[src/rtl/cal_lut_loader.sv]
// Streams a 2**N_VDAC x N_LUT calibration table, highest entry first and MSB first,
// into a sensor shift register over a registered cal_clk / cal_dat serial link.
module cal_lut_loader #(
  parameter int N_VDAC  = 7,
  parameter int N_LUT   = 7,
  parameter int CLK_DIV = 2
) (
  input  logic              clk,
  input  logic              reset,
  input  logic              start,
  input  logic              abort,
  output logic              entry_req,
  output logic [N_VDAC-1:0] entry_idx,
  input  logic              entry_ack,
  input  logic [N_LUT-1:0]  entry_data,
  output logic              cal_clk,
  output logic              cal_dat,
  output logic              cal_ena,
  output logic              busy,
  output logic              done
);

  localparam int BW = (N_LUT > 1) ? $clog2(N_LUT) : 1;

  typedef enum logic [2:0] {IDLE, FETCH, SHIFT_LO, SHIFT_HI, FIN} state_t;

  state_t            state, state_nxt;
  logic [N_VDAC-1:0] idx_nxt;
  logic [N_LUT-1:0]  sreg, sreg_nxt, sreg_sh;
  logic [BW-1:0]     bit_cnt, bit_nxt;
  logic [7:0]        div_cnt, div_nxt;
  logic              clk_nxt, dat_nxt, ena_nxt, done_nxt;
  logic              div_last;

  assign entry_req = (state == FETCH);
  assign busy      = (state != IDLE);

  always_comb begin
    state_nxt = state;
    idx_nxt   = entry_idx;
    sreg_nxt  = sreg;
    bit_nxt   = bit_cnt;
    div_nxt   = div_cnt;
    clk_nxt   = 1'b0;
    dat_nxt   = cal_dat;
    ena_nxt   = cal_ena;
    done_nxt  = 1'b0;
    sreg_sh   = sreg << 1;
    div_last  = (div_cnt == 8'(CLK_DIV - 1));

    case (state)
      IDLE: begin
        if (abort) begin
          ena_nxt = 1'b0;
        end else if (start) begin
          idx_nxt   = '1;
          ena_nxt   = 1'b0;
          state_nxt = FETCH;
        end
      end
      FETCH: begin
        if (entry_ack) begin
          sreg_nxt  = entry_data;
          bit_nxt   = '0;
          div_nxt   = '0;
          dat_nxt   = entry_data[N_LUT-1];
          state_nxt = SHIFT_LO;
        end
      end
      SHIFT_LO: begin
        if (div_last) begin
          div_nxt   = '0;
          clk_nxt   = 1'b1;
          state_nxt = SHIFT_HI;
        end else begin
          div_nxt = div_cnt + 8'd1;
        end
      end
      SHIFT_HI: begin
        clk_nxt = 1'b1;
        if (div_last) begin
          div_nxt  = '0;
          clk_nxt  = 1'b0;
          sreg_nxt = sreg_sh;
          bit_nxt  = bit_cnt + BW'(1);
          if (bit_cnt != BW'(N_LUT - 1)) begin
            // next bit is presented while cal_clk is low
            dat_nxt   = sreg_sh[N_LUT-1];
            state_nxt = SHIFT_LO;
          end else if (entry_idx != '0) begin
            idx_nxt   = entry_idx - N_VDAC'(1);
            state_nxt = FETCH;
          end else begin
            state_nxt = FIN;
          end
        end else begin
          div_nxt = div_cnt + 8'd1;
        end
      end
      FIN: begin
        done_nxt  = 1'b1;
        ena_nxt   = 1'b1;
        state_nxt = IDLE;
      end
      default: state_nxt = IDLE;
    endcase

    // abort outranks ack and counter expiry
    if (abort && state != IDLE) begin
      state_nxt = IDLE;
      clk_nxt   = 1'b0;
      dat_nxt   = 1'b0;
      ena_nxt   = 1'b0;
      done_nxt  = 1'b0;
    end
  end

  always_ff @(posedge clk or posedge reset) begin
    if (reset) begin
      state     <= IDLE;
      entry_idx <= '0;
      sreg      <= '0;
      bit_cnt   <= '0;
      div_cnt   <= '0;
      cal_clk   <= 1'b0;
      cal_dat   <= 1'b0;
      cal_ena   <= 1'b0;
      done      <= 1'b0;
    end else begin
      state     <= state_nxt;
      entry_idx <= idx_nxt;
      sreg      <= sreg_nxt;
      bit_cnt   <= bit_nxt;
      div_cnt   <= div_nxt;
      cal_clk   <= clk_nxt;
      cal_dat   <= dat_nxt;
      cal_ena   <= ena_nxt;
      done      <= done_nxt;
    end
  end

endmodule

[config.mk]
export PLATFORM = sky130hd
export DESIGN_NAME = cal_lut_loader
export DESIGN_NICKNAME = d
export VERILOG_FILES = /design/src/rtl/cal_lut_loader.sv
export SDC_FILE = /design/constraint.sdc
export NUM_CORES = 1
export LEC_CHECK = 0
export ABC_AREA = 1
export CORE_AREA = 2 2 90 92
export CTS_BUF_LIST = sky130_fd_sc_hd__clkbuf_4 sky130_fd_sc_hd__clkbuf_8
export DETAILED_ROUTE_END_ITERATION = 12
export DIE_AREA = 0 0 92 94
export PLACE_DENSITY = 0.47
export SETUP_SLACK_MARGIN = 0.15
export SYNTH_ARGS = -nofsm -noshare
export SYNTH_HDL_FRONTEND = slang
export SYNTH_SLANG_ARGS = --single-unit
[constraint.sdc]
create_clock -name clk -period 1.74 [get_ports clk]
set_input_delay 0.522 -clock clk [delete_from_list [all_inputs] [get_ports clk]]
set_output_delay 0.522 -clock clk [all_outputs]
set_load 0.005 [all_outputs]
## After elaboration in Yosys (flattened, before gate mapping)

Index checks and enable logic that the tools add are counted.

- Flip-flop bits (word level): 31
- Latch bits: 0
- Bits in writable memories: 0
- Bits in read-only memories: 0
- Input bits: 12
- Output and inout port bits: 13
- Word-level logic and storage cells: 86
- Memories kept: 0

- $add $sub $neg: 3
- Multiply operators: 0
- Divide/modulo/power cells: 0
- Order comparisons: 0
- Equal/unequal tests: 19
- Shift-type cells: 0
- Mux-type cells: 39
- Bitwise logic cells: 0
- Reductions and logical operators: 16

Operators with widths:

| cell | count |
|---|---|
| two-way mux 7 bit | 5 |
| two-way mux 3 bit | 10 |
| inequality test 3 bit (second input constant) | 6 |
| two-way mux 8 bit | 2 |
| one-hot mux 8 bit (2 select lines) | 1 |
| one-hot mux 7 bit (2 select lines) | 1 |
| two-way mux 1 bit | 12 |
| two-way mux 6 bit | 2 |
| one-hot mux 3 bit (4 select lines) | 1 |
| one-hot mux 6 bit (2 select lines) | 1 |
| inequality test 2 bit (second input constant) | 5 |
| nonzero test 3 bit | 3 |
| adder 8 x 1 -> 8 bit (second input constant) | 1 |
| equality test 8 x 1 -> 1 bit (second input constant) | 1 |
| nonzero test 7 bit | 1 |
| subtractor 7 x 1 -> 7 bit (second input constant) | 1 |
| equality test 3 x 2 -> 1 bit (second input constant) | 2 |
| one-hot mux 1 bit (2 select lines) | 3 |
| one-hot mux 3 bit (2 select lines) | 1 |
| AND reduction 6 bit | 1 |
| nonzero test 2 bit | 3 |
| AND reduction 5 bit | 1 |
| inequality test 4 bit (second input constant) | 1 |
| AND reduction 2 bit | 2 |
| 10 further kinds | 10 |

## Logic depth before layout (Yosys ltp)

- Depth in word-level cells: 6
- Mapped depth: 11
- Mapped depth without buffers: 11

## Worst setup path after synthesis

No wires, ideal clock.

- Kind: reg2reg
- Start: reg div_cnt[1]
- End: reg entry_idx[5]
- Library setup time: 0.119 ns
- Arrival: 1.350 ns
- Required time: 1.621 ns
- Setup slack: 0.270 ns
- Stages on the path, launching flop included: 11
- Buffers on the path: 1
- Period minus slack after synthesis: 1.470 ns
- Cell sequence: dfrtp_1 > inv_1 > ha_1 > nand2_1 > nor2_1 > nand2_1 > nand2_1 > nand3_2 > buf_8 > nand2_2 > o21ai_2

- Word-level cells in the longest chain between the ends: 3

Ends and longest elaborated chain:

| what | line | text |
|---|---|---|
| start, declared | 31 | `logic [7:0] div_cnt, div_nxt;` |
| start signal, assigned | 134 | `div_cnt <= div_nxt;` |
| equality test 8 x 1 -> 1 bit | 49 | `div_last = (div_cnt == 8'(CLK_DIV - 1));` |
| inequality test 2 bit (no source line) | - |  |
| AND reduction 6 bit (no source line) | - |  |
| end signal, assigned | 131 | `entry_idx <= idx_nxt;` |
| end, declared | 13 | `output logic [N_VDAC-1:0] entry_idx,` |

Every way passes these cells.
A chain may end at the register's enable or synchronous reset.

## Worst setup path in the final report

- Start: reg state[2]
- End: out entry_req

- Word-level cells in the longest chain between the ends: 1

Ends and longest elaborated chain:

| what | line | text |
|---|---|---|
| start, declared | 27 | `state_t state, state_nxt;` |
| start signal, assigned | 130 | `state <= state_nxt;` |
| equality test 3 x 1 -> 1 bit | 35 | `assign entry_req = (state == FETCH);` |
| end, declared | 12 | `output logic entry_req,` |

Every way passes these cells.

==> load_flow_metrics.sql <==
INSERT INTO impl_metrics (metric_group, metric, value, unit) VALUES
('timing', 'grt_setup_unrepaired', 'yes', ''),
('critical_path', 'setup.reg_to_reg.worst_slack', '0.12', 'ns'),
('run_status', 'run_status', 'finished, final reports clean', ''),
('clocking', 'tritoncts', 'done', ''),
('floorplanning', 'floorplan.rows', '32', ''),
('grt', 'grt_remaining_overflow', '0', ''),
('power', 'power.density', '1728', 'nW/um^2'),
('critical_path', 'r2r_cells', '7', ''),
('synthesis', 'synth_cells', '251', ''),
('routing', 'detail_route.first_pass.iterations', '4', ''),
('timing', 'hold_viol_final', '0', ''),
('critical_path', 'cp-end-kind', 'output pin', ''),
('routing', 'drcViolationCount', '0', ''),
('floorplanning', 'die-width', '92', 'microns'),
('routing', 'drt_iter0_markers', '52', ''),
('cells_and_area', 'fillerInstances', '790', ''),
('critical_path', 'r2r_start', 'state[0]$_DFFE_PP0P_', ''),
('critical_path', 'cp_max_fo', '2', ''),
('placement', 'place.detailed.hpwl', '3399', 'microns'),
('cells_and_area', 'flow.area_growth_from_synthesis', '56.64', '%'),
('clocking', 'clk_latency', '0.29', 'ns'),
('synthesis', 'synth.distinct_cells', '28', ''),
('grt', 'grt_pass1_vias', '1769', ''),
('critical_path', 'critical-path-slowest-cell', 'sky130_fd_sc_hd__dfrtp_1', ''),
('synthesis', 'synth_top_area_frac', '0.4136', ''),
('grt', 'antenna_found_initial', '0', ''),
('floorplanning', 'design.die.area', '8648', 'sq um'),
('floorplanning', 'coreArea', '7607', 'sq um'),
('clocking', 'numCtsBuffers', '5', ''),
('timing', 'fin_crit_sh', '0.9543', ''),
('power', 'leakagePower', '1.461', 'nW'),
('clocking', 'clock_sink_count', '31', ''),
('timing', 'setup_viol_count_final', '0', ''),
('critical_path', 'worst_path_largest_cell_delay', '0.39', 'ns'),
('power', 'post-layout-total-power', '5.076', 'mW'),
('clocking', 'post_cts_hold_buffers', '0', ''),
('cells_and_area', 'finish.net_count', '353', ''),
('routing', 'detail_route.wirelength', '5119', 'microns'),
('critical_path', 'path_cells', 'buf_6 -> nor2_4 -> nand2_2 -> inv_2 -> buf_6', ''),
('floorplanning', 'floorplan.initialDensity', '0.2465', ''),
('placement', 'dpl.cell_count', '401', ''),
('clocking', 'max-clock-path-buffers', '2', ''),
('critical_path', 'critical_path_required', '1.22', 'ns'),
('clocking', 'clk_pin_slew', '0.07', 'ns'),
('min_path', 'number_of_cells_on_the_worst_hold_path', '2', ''),
('timing', 'post-route-worst-setup-slack', '0.07953', 'ns'),
('timing', 'hold_slack', '0.4807', 'ns'),
('timing', 'finalWorstPathRequiredPeriod', '1.660', 'ns'),
('synthesis', 'yosys-top-cells-area', 'sky130_fd_sc_hd__dfrtp_1, sky130_fd_sc_hd__nand2_1, sky130_fd_sc_hd__inv_1', ''),
('timing', 'timing.max_slew.rel_slack', '0.7630', ''),
('run', 'max_cap_viol_count', '0', ''),
('routing', 'wl_per_cell', '11.69', 'microns'),
('min_path', 'worstHoldEndpoint', 'sreg[4]$_DFFE_PP0P_', ''),
('placement', 'globalplace.congestion', '0.7956', ''),
('cells_and_area', 'number_of_inserted_diodes', '0', ''),
('synthesis', 'postSynthNetCount', '269', ''),
('cells_and_area', 'layout-drive-gt1-share', '0.3631', ''),
('critical_path', 'criticalPathCategory', 'reg2out', ''),
('floorplanning', 'boundaryPins', '25', ''),
('timing', 'fmax', '0.6022', 'GHz'),
('grt', 'grt_pass1_wl', '8211', 'microns'),
('routing', 'dr_total_vias', '1855', ''),
('timing', 'worst_pin_slew', '0.3523', 'ns'),
('clocking', 'root_buffer', 'sky130_fd_sc_hd__clkbuf_8', ''),
('placement', 'dpl_worst_slack', '-0.05584', 'ns'),
('synthesis', 'mappedNetlistArea', '1876', 'sq um'),
('placement', 'count_of_buffers_inserted_at_the_top_level_ports', '24', ''),
('critical_path', 'worst_ep_arrival_time', '1.14', 'ns'),
('synthesis', 'synth-seq-cells', '31', ''),
('synthesis', 'avgSynthCellArea', '7.472', 'sq um'),
('critical_path', 'cp_common_cell', 'sky130_fd_sc_hd__buf_6', '');
[synthesized netlist by cell type, drive strengths merged]
cell	n
ha	6
dfrtp	31
nand2	92
o21ai	17
a31oi	1
a21oi	9
nand4	1
or2	2
nor4	1
nand3	19
nor3	1
nand3b	2
o22ai	2
buf	4
a31o	1
inv	28
nor2	29
xor2	5
[layout by cell type, fill, tap and decap left out, drive strengths merged]
master,count
nand4,1
o21ai,17
clkbuf,9
a31oi,1
or2,2
dlygate4sd2,11
nor3,1
a31o,1
nand3,19
a21oi,9
nand2,92
nor4,1
ha,6
o22ai,2
dfrtp,31
buf,58
inv,28
clkdlybuf4s50,11
nand3b,2
xor2,5
nor2,29
[sequential cells by signal, indices dropped and copies added, names as in the netlist]
signal     cells
div_cnt        8
cal_ena        1
sreg           6
bit_cnt        3
done           1
cal_clk        1
cal_dat        1
entry_idx      7
state          3
[worst max path at each step]
| stage | endpoint | start | cells after the start |
|---|---|---|---|
| after floorplan | entry_idx[5]$_DFFE_PP0P_ | div_cnt[1]$_DFFE_PP0P_ | 10 |
| after global placement | state[0]$_DFFE_PP0P_ | abort | 9 |
| after detailed placement | cal_dat$_DFFE_PP0P_ | abort | 9 |
| after CTS | entry_req | state[0]$_DFFE_PP0P_ | 6 |
| after global routing | entry_req | state[2]$_DFFE_PP0P_ | 5 |
| final | entry_req | state[2]$_DFFE_PP0P_ | 5 |
[logic make-up (layout without fill, tap and decap cells)]
kind of cell / count (synthesis) / count (layout) / synth area share
AO/OA/AOI/OAI: 30 / 30 / 0.09606
XOR/XNOR: 5 / 5 / 0.02335
adder cells (fa/ha/maj): 6 / 6 / 0.04003
buffers and inverters: 32 / 117 / 0.07671
flip-flops: 31 / 31 / 0.4136
AND/OR/NAND/NOR: 147 / 147 / 0.3502
[worst max-delay path: cells and delay by family (launching register included)]
kind	cells	cell delay, ns
buffers and inverters	3	0.28
and+or+nand+nor	2	0.19
DFF	1	0.39
[metrics by stage]
stage	cell area [sq um]	utilization
after floorplan	1876	-
after global placement	2440	0.3207
after detailed placement	2440	0.3207
after CTS	2688	0.3533
after global routing	2938	0.3862
final	2938	0.3862
[repair_timing]
item / CTS / global route
gates resized for setup: 36 / 40
pin swaps: 6 / 16
gates cloned: 0 / 1
setup endpoints to repair: 28 / 22
buffers inserted: 16 / 12
[where the power goes]
part           internal [mW]  switching (mW)
clock network          0.377           0.289
logic                   1.61            1.63
registers              0.987           0.181
[final cells by class]
| cell class | instances | area, sq um | share of cell area |
|---|---|---|---|
| tap | 102 | 127.6 | 0.04344 |
| clock buffer | 8 | 103.9 | 0.03535 |
| timing repair buffer | 81 | 738.2 | 0.2513 |
| multi-input combinational | 188 | 1076 | 0.3663 |
| sequential | 31 | 777.0 | 0.2645 |
| inverter | 28 | 115.1 | 0.03918 |
[metal layers]
layer  global-route usage  vias up  part of all wire
met5                    0        -                 0
li1                     -      964                 -
met3              0.02568        5             0.025
met1               0.1459      865              0.46
met2               0.2138       21              0.50
met4              0.02985        0            0.0088
(Power assumes the default switching activity.)
